--- src/rtl/uart_pkg.sv ---
// Shared UART types and constants for the transmit scheduler.
package uart_pkg;

  typedef enum logic [1:0] {
    IDLE,
    SEND,
    DONE
  } state_t;

  localparam logic [3:0] FRAME_PULSES_8N1 = 4'd11;
  localparam logic [3:0] FRAME_PULSES_8E1 = 4'd12;
  localparam logic       UART_IDLE        = 1'b1;

endpackage

--- src/rtl/rr_arb2.sv ---
// Combinational 2-way round-robin winner; the last-served pointer lives in the parent.
module rr_arb2 (
  input  logic [1:0] req,
  input  logic       last,
  output logic       valid,
  output logic       winner
);

  // Lone requester wins outright; on contention the source not served last wins.
  always_comb begin
    valid  = |req;
    winner = 1'b0;
    case (req)
      2'b10:   winner = 1'b1;
      2'b11:   winner = ~last;
      default: winner = 1'b0;
    endcase
  end

endmodule

--- src/rtl/uart_tx_sched.sv ---
// Two-source UART transmit scheduler: arbitrates, latches a byte and sequences
// one serial frame against the external baud generator pulses.
module uart_tx_sched
  import uart_pkg::*;
#(
  parameter bit PARITY_EN = 1'b0
) (
  input  logic       clk,
  input  logic       rst,
  input  logic [1:0] req,
  input  logic [7:0] data0,
  input  logic [7:0] data1,
  output logic [1:0] gnt,
  output logic       bps_start,
  input  logic       clk_bps,
  output logic       tx,
  output logic       busy,
  output logic       src
);

  localparam logic [3:0] FRAME_PULSES = PARITY_EN ? FRAME_PULSES_8E1 : FRAME_PULSES_8N1;

  state_t     state_q, state_d;
  logic       last_q, last_d;
  logic [7:0] data_q, data_d;
  logic [3:0] bit_cnt_q, bit_cnt_d;
  logic [1:0] gnt_q, gnt_d;
  logic       bps_start_q, bps_start_d;
  logic       tx_q, tx_d;
  logic       src_q, src_d;

  logic       arb_valid;
  logic       arb_winner;
  logic [2:0] data_idx;
  logic       bit_val;

  rr_arb2 u_arb (
    .req   (req),
    .last  (last_q),
    .valid (arb_valid),
    .winner(arb_winner)
  );

  // Line level to drive for the pulse about to be counted; bit_cnt_q is pulses seen so far.
  always_comb begin
    data_idx = bit_cnt_q[2:0] - 3'd1;
    if (bit_cnt_q == 4'd0) begin
      bit_val = 1'b0;
    end else if (bit_cnt_q <= 4'd8) begin
      bit_val = data_q[data_idx];
    end else if (PARITY_EN && (bit_cnt_q == 4'd9)) begin
      bit_val = ^data_q;
    end else begin
      bit_val = UART_IDLE;
    end
  end

  // Next-state and registered-output logic for the IDLE/SEND/DONE sequence.
  always_comb begin
    state_d     = state_q;
    last_d      = last_q;
    data_d      = data_q;
    bit_cnt_d   = bit_cnt_q;
    gnt_d       = '0;
    bps_start_d = bps_start_q;
    tx_d        = tx_q;
    src_d       = src_q;
    case (state_q)
      IDLE: begin
        if (arb_valid) begin
          last_d      = arb_winner;
          src_d       = arb_winner;
          data_d      = arb_winner ? data1 : data0;
          gnt_d       = arb_winner ? 2'b10 : 2'b01;
          bps_start_d = 1'b1;
          bit_cnt_d   = '0;
          state_d     = SEND;
        end
      end
      SEND: begin
        if (clk_bps) begin
          bit_cnt_d = bit_cnt_q + 4'd1;
          // The final pulse only closes the stop bit; the line is already high.
          if (bit_cnt_d == FRAME_PULSES) begin
            bps_start_d = 1'b0;
            state_d     = DONE;
          end else begin
            tx_d = bit_val;
          end
        end
      end
      DONE: begin
        state_d = IDLE;
      end
      default: begin
        state_d = IDLE;
      end
    endcase
  end

  // State and output registers with asynchronous reset to an idle line.
  always_ff @(posedge clk or posedge rst) begin
    if (rst) begin
      state_q     <= IDLE;
      last_q      <= 1'b1;
      data_q      <= '0;
      bit_cnt_q   <= '0;
      gnt_q       <= '0;
      bps_start_q <= 1'b0;
      tx_q        <= UART_IDLE;
      src_q       <= 1'b0;
    end else begin
      state_q     <= state_d;
      last_q      <= last_d;
      data_q      <= data_d;
      bit_cnt_q   <= bit_cnt_d;
      gnt_q       <= gnt_d;
      bps_start_q <= bps_start_d;
      tx_q        <= tx_d;
      src_q       <= src_d;
    end
  end

  assign gnt       = gnt_q;
  assign bps_start = bps_start_q;
  assign tx        = tx_q;
  assign busy      = (state_q != IDLE);
  assign src       = src_q;

endmodule

--- config.mk ---
export PLATFORM = sky130hd
export DESIGN_NAME = uart_tx_sched
export DESIGN_NICKNAME = d
export VERILOG_FILES = /design/src/rtl/uart_pkg.sv /design/src/rtl/rr_arb2.sv /design/src/rtl/uart_tx_sched.sv
export SDC_FILE = /design/constraint.sdc
export NUM_CORES = 1
export LEC_CHECK = 0
export ABC_AREA = 1
export CAP_MARGIN = 20
export CORE_ASPECT_RATIO = 0.7
export CORE_MARGIN = 4
export CORE_UTILIZATION = 55
export DETAILED_ROUTE_END_ITERATION = 10
export DONT_BUFFER_PORTS = 1
export HOLD_SLACK_MARGIN = 0.06
export MAX_ROUTING_LAYER = met4
export PLACE_DENSITY = 0.72
export SLEW_MARGIN = 20
export SYNTH_ARGS = -nofsm -noshare
export SYNTH_HDL_FRONTEND = slang
export SYNTH_SLANG_ARGS = --single-unit
--- constraint.sdc ---
create_clock -name clk -period 1.89 [get_ports clk]
set_clock_uncertainty 0.05 [all_clocks]
set_input_delay 0.0945 -clock clk [delete_from_list [all_inputs] [get_ports clk]]
set_output_delay 0.0945 -clock clk [all_outputs]
set_load 0.02 [all_outputs]
After elaboration in Yosys (flattened, before gate mapping)
Cells that the tools add are included.
Word-level totals
  output and inout bits: 6
  logic and storage cells: 51
  bits of input ports: 21
  register bits: 20
Operators by class
  add/sub/neg operators: 2
  multiplexer cells: 20
  magnitude comparators: 2
  equal/unequal tests: 7
  bitwise logic cells: 2
  reductions and logical operators: 10
Operators by type and width (count)
  2-to-1 mux 2 bit: 6
  AND reduction 3 bit: 3
  2-to-1 mux 4 bit: 2
  2-to-1 mux 8 bit: 1
  one-hot mux 4 bit (2 select lines): 1
  2-to-1 mux 1 bit: 6
  != test 2 bit, second input constant: 3
  adder 4 x 1 -> 4 bit, second input constant: 1
  equality test 2 bit, second input constant: 2
  equality test 4 bit, second input constant: 1
  <= comparator 4 bit, second input constant: 1
  logical NOT 4 bit: 1
  less-than comparator 3 x 4 -> 1 bit, second input constant: 1
  one-hot mux 1 bit (2 select lines): 2
  one-hot mux 2 bit (2 select lines): 1
  AND reduction 4 bit: 1
  nonzero test 2 bit: 2
  binary-select mux 1 bit (select 3 bit): 1
  subtractor 3 x 1 -> 3 bit, second input constant: 1
  equality test 2 x 1 -> 1 bit, second input constant: 1
  logical NOT 2 bit: 1
  NOT 1 bit: 2
  AND reduction 2 bit: 1
  OR reduction 2 bit: 1

Depth between registers and ports, before layout
Gate-level depths: netlist of run 1.
  depth in word-level cells: 5
  gate-level depth with buffers: 10
  gate-level depth less buffers: 10

Hierarchy
From an unflattened synthesis of run 1, not the netlist that was laid out.
Second synthesis, totals
  cell total of the unflattened synthesis: 134
  area, all modules: 1142.3 um^2
Modules (own cells, without submodules)
  uart_tx_sched: cells an instance 131, area each 1127.3 um^2, sequential area each 503.0 um^2, instances 1
  rr_arb2: cells an instance 3, area each 15.0 um^2, sequential area each 0.0 um^2, instances 1

Worst setup path after synthesis of run 1
Ideal clock, no wire load.
  path type: register to register
  start point: register bit_cnt_q[0]
  end point: register tx_q, in the netlist tx
  period minus slack after synthesis: 1.364 ns
  path buffers: 0
  required time: 1.780 ns
  stages on the path, launching flop included: 10
  slack: 0.526 ns
  library setup time: 0.060 ns
  data arrival time: 1.254 ns
  cell sequence: dfrtp_1 > inv_2 > ha_1 > inv_1 > nand3_1 > nand2_1 > nand2_1 > nand3_1 > nand2_1 > nand2_1
Between the ends
  longest elaborated chain between the ends: 5
  elaborated cells between the ends (all ways): 11
  classes of those cells: add/sub: 2; order compare: 1; eq/ne: 1; mux: 4; bitwise: 1; reduce/logical: 2
RTL lines
  start, declared: line uart_tx_sched.sv:26  | logic [3:0] bit_cnt_q, bit_cnt_d;
  start signal, assigned: line uart_tx_sched.sv:116  | bit_cnt_q <= bit_cnt_d;
  subtractor 3 x 1 -> 3 bit: line uart_tx_sched.sv:46  | data_idx = bit_cnt_q[2:0] - 3'd1;
  binary-select mux 1 bit (select 3 bit): line uart_tx_sched.sv:50  | bit_val = data_q[data_idx];
  2-to-1 mux 1 bit (not written as such): line uart_tx_sched.sv:50
  2-to-1 mux 1 bit: line uart_tx_sched.sv:49  | end else if (bit_cnt_q <= 4'd8) begin
  2-to-1 mux 1 bit: line uart_tx_sched.sv:47  | if (bit_cnt_q == 4'd0) begin
  end signal, assigned: line uart_tx_sched.sv:119  | tx_q <= tx_d;
  end, declared: line uart_tx_sched.sv:29  | logic tx_q, tx_d;
Several ways; a longest one is shown, not always the timed one. The select of a mux whose other input is x is not followed.
A chain may end at the register's enable or synchronous reset.

Worst setup path after layout of run 1
  start point: register last_q
  end point: register data_q[7]
Between the ends
  longest elaborated chain between the ends: 3
RTL lines
  start, declared: line uart_tx_sched.sv:24  | logic last_q, last_d;
  start signal, assigned: line uart_tx_sched.sv:114  | last_q <= last_d;
  NOT 1 bit: line rr_arb2.sv:15  | 2'b11: winner = ~last;
  one-hot mux 1 bit (2 select lines): line rr_arb2.sv:13  | case (req)
  2-to-1 mux 8 bit: line uart_tx_sched.sv:73  | data_d = arb_winner ? data1 : data0;
  end signal, assigned: line uart_tx_sched.sv:115  | data_q <= data_d;
  end, declared: line uart_tx_sched.sv:25  | logic [7:0] data_q, data_d;
No other way between the ends.

==> results_dict.tcl, run 1 <==
set metrics [dict create \
    drc 0 \
    initial_core_util_pct 58.26 \
    root_buffer "clkbuf_4" \
    synth_nets 170 \
    place_congestion 0.8785 \
    slew_viol_final 0 \
    r2r_cells 7 \
    drt_iter0_drc 33 \
    ant_nets 0 \
    crit_path_start_kind "flip-flop" \
    clk_latency_ps 310 \
    synth_seq_cells 20 \
    hold_class "primary input to flip-flop" \
    grt_pass1_vias 963 \
    slew_headroom_pct 49.57 \
    dr.pass1.iters 4 \
    critPathTopFamily "buffers and inverters" \
    path_class "flip-flop to flip-flop" \
    vias 1005 \
    die_w_um 61.21 \
    row_count 13 \
    antenna_found_initial 0 \
    dieArea_mm2 0.002769 \
    cts_max_path_buffers 2 \
    wirelength_um 2526 \
    syn_avg_cell_area_um2 7.516 \
    yosys-top-cells-area "dfrtp_1 41%, nand2_1 13%, inv_1 7.6%, o21ai_0 7.3%, dfstp_2 4.8%" \
    tns_ps 0 \
    crit_start "last_q" \
    io_pins 27 \
    yosys.area.top_type "dfrtp_1" \
    fin_crit_ps 1858 \
    h-tree-depth 1 \
    whs_ps 114.9 \
    p_int_uw 1236 \
    n_antenna_cell 0 \
    yosysTopAreaCellShare_pct 41.33 \
    regArea_um2 503.0 \
    grt_max_degree 21 \
    fill_cells 138 \
    clk_pin_slew_ps 120 \
    crit_arrival_ps 2010 \
    crit_path_max_incr_delay_ps 560 \
    crit_fanout 4 \
    period_share_pct 98.31 \
    syn_inst 145 \
    cp_num_buf_inv 3 \
    die_h_um 45.24 \
    ys.warnings.count 0 \
    cts.sinks 20 \
    r2r-start "last_q" \
    viasPerCell 5.180 \
    crit_cells 7 \
    path_cells "nand2_1 > nand2_2 > clkinvlp_4 > buf_2 > o21ai_1 > o21ai_1 > dlygate4sd3_1" \
    track_usage_pct 21.75 \
    p_leak_uw 0.0007020 \
    timing.rr.end "data_q[7]" \
    ys_types 17 \
    placeableCoreArea_mm2 0.001871 \
    multi_input_area_um2 489.2 \
    pwr-share-seq_pct 36.6 \
    setup_viol 0 \
    peakVddDrop_uv 1301 \
    cts_tree "yes" \
    end_kind "flip-flop" \
    cts_buffers 3 \
    grt_first_pass_wirelength_um 4298 \
    wl_per_cell_um 13.02 \
    power_density_mw_per_mm2 1500 \
    cpMostUsedCell "o21ai_1" \
    tightest_slew_ps 755.7 \
    r2r_slack_ps 30 \
    p_clk_share_pct 16.9 \
    drive_gt1_share_pct 16.28 \
    ys_seq_area_share_pct 46.15 \
    grt_overflow 0 \
    hold_viol_final 0 \
    p_sw_uw 877.2 \
    drv_cap 0 \
    crit_end "data_q[7]" \
    grt_setup_unrepaired "true" \
    netlist_area_mm2 0.001090 \
    switching_share_pct 41.50 \
    portBuffers 0 \
    critical_path_required_ps 2040 \
    combPwrFrac_pct 46.5 \
    final_nets 198 \
    maxClockFrequency_mhz 538.2 \
    synthToLayoutAreaGrowth_pct 29.28 \
    hpwl_um 1691 \
    status "finished clean" \
    power.total_uw 2114 \
    slowest_stage "dfstp_2" \
]
worst register-to-register path, stage by stage, from the launching register on:
cell and delay (ps):
dfstp_2 560, nand2_1 60, nand2_2 90, clkinvlp_4 100, buf_2 150, o21ai_1 120, o21ai_1 60, dlygate4sd3_1 560
cells in the mapped netlist:
cell type / n
nor2_4: 1
nor2_2: 2
o21ai_0: 16
buf_4: 2
nand4_1: 1
nor3_1: 1
ha_1: 4
inv_2: 3
nand2_1: 39
dfstp_2: 2
o21ai_1: 3
nand2_2: 6
nand3_1: 8
inv_1: 22
nor2_1: 13
o22ai_1: 4
dfrtp_1: 18
cell type report:
| cell class | count | area share [%] |
|---|---|---|
| inverters | 25 | 6.927 |
| well taps | 22 | 1.954 |
| flip-flops and latches | 20 | 35.70 |
| repair buffers | 25 | 16.96 |
| multi-input cells | 98 | 34.72 |
| clock inverters | 1 | 2.131 |
| clock buffers | 3 | 1.599 |
through the flow:
step	setup WS [ps]	area [um^2]	utilization, %	cells
2_1_floorplan	525.8	1090	-	145
5_1_grt	-48.88	1409	75.32	194
3_5_place_dp	391.4	1117	59.73	167
4_1_cts	31.18	1370	73.24	191
3_3_place_gp	463.6	1117	59.73	167
6_report	31.96	1409	75.32	194
cell usage in the layout (no fill, tap or decap), types with 3 or more instances in the layout:
master and n:
dlygate4sd3_1 20, o21ai_2 3, nand2_2 6, nand3_1 8, o22ai_1 4, o21ai_1 9, nand2_1 39, ha_1 4
inv_1 20, clkbuf_4 3, dfrtp_1 18, o21ai_0 7, buf_4 3, nor2_1 13, inv_2 4
kinds of logic after synthesis:
family                     after synthesis  synth area share [%]
AOI/OAI and AO/OA                       23                 11.02
buffers and inverters                   27                 9.988
and+or+nand+nor                         71                 28.24
adders and majority gates                4                 4.593
DFF                                     20                 46.15
power by group through the flow:
stage               combinational [uW]  clock [uW]  sequential [uW]
finish                             982         357              774
global route                      1140         382              796
CTS                                997         361              769
detailed placement                 823           0              776
global placement                   794           0              775
floorplan                          683           0              745
layer usage:
layer | wire, um | GRT usage [%]
met1 | 1168 | 29.52
met4 | 12 | 3.896
met3 | 131 | 5.143
met2 | 1213 | 33.54
met5 | 0 | -
state kept, by name, indices dropped and copies added, names as in the netlist:
name and flops:
data_q 8, bit_cnt_q 4, gnt 2, state_q 2, bps_start 1, last_q 1
src 1, tx 1
how the worst min path moves through the flow:
| stage | slack (ps) | from | endpoint | cells after the start |
|---|---|---|---|---|
| final | 110 | req[1] | state_q[0] | 7 |
| after global routing | 140 | req[1] | state_q[0] | 7 |
| after CTS | 100 | req[1] | state_q[0] | 7 |
| after detailed placement | 110 | rst | src | 1 |
| after global placement | 110 | rst | state_q[0] | 1 |
| after floorplan | 7 | rst | bit_cnt_q[0] | 1 |
timing repair:
action	CTS	global route
resized for setup	0	17
endpoints found under the setup margin	0	8
buffers inserted	0	4
endpoints found under the hold margin	35	4
hold buffers	20	4
No activity file was read; power rests on OpenSTA's default activity.
==> inputs of run 2 (changes only) <==
--- a/config.mk
+++ b/config.mk
@@ -7,14 +7,16 @@
 export LEC_CHECK = 0
 export ABC_AREA = 1
 export CAP_MARGIN = 20
+export CELL_PAD_IN_SITES_DETAIL_PLACEMENT = 1
+export CELL_PAD_IN_SITES_GLOBAL_PLACEMENT = 1
 export CORE_ASPECT_RATIO = 0.7
 export CORE_MARGIN = 4
-export CORE_UTILIZATION = 55
+export CORE_UTILIZATION = 43
 export DETAILED_ROUTE_END_ITERATION = 10
 export DONT_BUFFER_PORTS = 1
 export HOLD_SLACK_MARGIN = 0.06
 export MAX_ROUTING_LAYER = met4
-export PLACE_DENSITY = 0.72
+export PLACE_DENSITY = 0.78
 export SLEW_MARGIN = 20
 export SYNTH_ARGS = -nofsm -noshare
 export SYNTH_HDL_FRONTEND = slang
==> results_dict.tcl, run 2 (synthesis results as in run 1) <==
set metrics [dict create \
    status "finished clean" \
    grt_overflow 0 \
    grt_first_pass_wirelength_um 5181 \
    viasPerCell 5.039 \
    tns_ps 0 \
    n_antenna_cell 0 \
    wl_per_cell_um 14.96 \
    use_met3_pct 5.682 \
    dp_cells 177 \
    use_met2_pct 34.24 \
    p_int_uw 1152 \
    track_usage_pct 20.70 \
    fin_cells 203 \
    cts_max_path_buffers 2 \
    pwr-share-seq_pct 37.8 \
    timing.rr.end "data_q[5]" \
    top_regs "data_q x8, bit_cnt_q x4" \
    hold_class "primary input to flip-flop" \
    dr.pass1.iters 4 \
    power_density_mw_per_mm2 1489 \
    drt_iter0_drc 32 \
    r2r_slack_ps 70 \
    h-tree-depth 1 \
    placeableCoreArea_mm2 0.002277 \
    synthToLayoutAreaGrowth_pct 27.10 \
    use_met1_pct 25.63 \
    maxClockFrequency_mhz 548.9 \
    r2r_cells 6 \
    busiest_layer "met2" \
    portBuffers 0 \
    largest_register_ffs 8 \
    slew_viol_final 0 \
    cts_tree "yes" \
    grt_max_degree 21 \
    path_class "flip-flop to flip-flop" \
    hpwl_um 1993 \
    fin_crit_ps 1822 \
    vias 1023 \
    wirelength_um 3036 \
    period_share_pct 96.39 \
    r2r-start "last_q" \
    p_leak_uw 0.0006884 \
    p_clk_share_pct 12.5 \
    power.total_uw 2062 \
    crit_arrival_ps 1970 \
    largest_register "data_q" \
    final_cell_mix "39 x nand2_1, 21 x inv_1, 20 x dlygate4sd3_1, 18 x dfrtp_1, 14 x o21ai_0" \
    crit_fanout 9 \
    final_util_pct 60.82 \
    tightest_slew_ps 759.8 \
    cts.sinks 20 \
    dieArea_mm2 0.003417 \
    clk_latency_ps 310 \
    combPwrFrac_pct 49.7 \
    p_sw_uw 909.8 \
    drc 0 \
    row_count 14 \
    crit_path_start_kind "flip-flop" \
    io_pins 27 \
    antenna_found_initial 0 \
    clk_pin_slew_ps 110 \
    end_kind "flip-flop" \
    cts_buffers 3 \
    crit_end "data_q[5]" \
    root_buffer "clkbuf_4" \
    die_w_um 68.17 \
    switching_share_pct 44.12 \
    mostFrequentLayoutCell "nand2_1" \
    slew_headroom_pct 49.29 \
    ant_nets 0 \
    final_nets 197 \
    drv_cap 0 \
    setup_viol 0 \
    initial_core_util_pct 47.86 \
    peakVddDrop_uv 735.0 \
    hold_viol_final 0 \
    die_h_um 50.12 \
    critical_path_required_ps 2040 \
    grt_setup_unrepaired "true" \
    place_congestion 0.7946 \
    crit_start "last_q" \
    drive_gt1_share_pct 13.45 \
    grt_pass1_vias 1110 \
]
## run 2: final cells by class
type,instances,area (um^2)
Inverter,25,97.59
Tap cell,32,40.04
Sequential cell,20,503.0
Clock buffer,4,36.28
Timing Repair Buffer,24,230.2
Fill cell,296,892.1
Multi-Input combinational cell,98,478.0
## run 2: layer usage
metal  wire [um]  vias to the layer above
met5           0                        -
met4          21                        0
met3         141                        2
met2        1492                       23
met1        1381                      494
li1            -                      504
## run 2: through the flow
step	instance area, um^2	hold slack (ps)	setup WS, ps
finish	1385	142.8	68.15
global route	1385	191.7	-64.57
detailed placement	1130	119.8	372.1
CTS	1366	129.4	27.62
floorplan	1090	6.848	525.8
global placement	1130	125.5	450.4
## run 2: power by group through the flow
| stage | Combinational (uW) | Sequential [uW] | Clock [uW] |
|---|---|---|---|
| 2_1_floorplan | 683 | 745 | 0 |
| 3_3_place_gp | 813 | 775 | 0 |
| 3_5_place_dp | 844 | 784 | 0 |
| 4_1_cts | 975 | 777 | 262 |
| 5_1_grt | 1170 | 801 | 289 |
| 6_report | 1030 | 780 | 257 |
## run 2: repair_timing
item / 4_1_cts / 5_1_grt
endpoints found under the setup margin: 0 / 5
hold buffers: 20 / 0
buffers inserted: 0 / 2
gates resized for setup: 0 / 3
endpoints found under the hold margin: 33 / 0
## run 2: worst min path at each step
stage | from | to | slack, ps | cells past startpoint
floorplan | rst | bit_cnt_q[0] | 7 | 1
global placement | rst | bps_start | 130 | 1
detailed placement | rst | bps_start | 120 | 1
CTS | req[1] | state_q[0] | 130 | 7
global route | req[1] | state_q[0] | 190 | 7
finish | req[1] | state_q[0] | 140 | 7
## run 2: critical path, cell delays in order, from the launching register on
cell,delay [ps]
dfstp_2,550
nand2_1,60
nand2_2,80
inv_1,150
o21ai_1,180
o21ai_1,80
dlygate4sd3_1,560
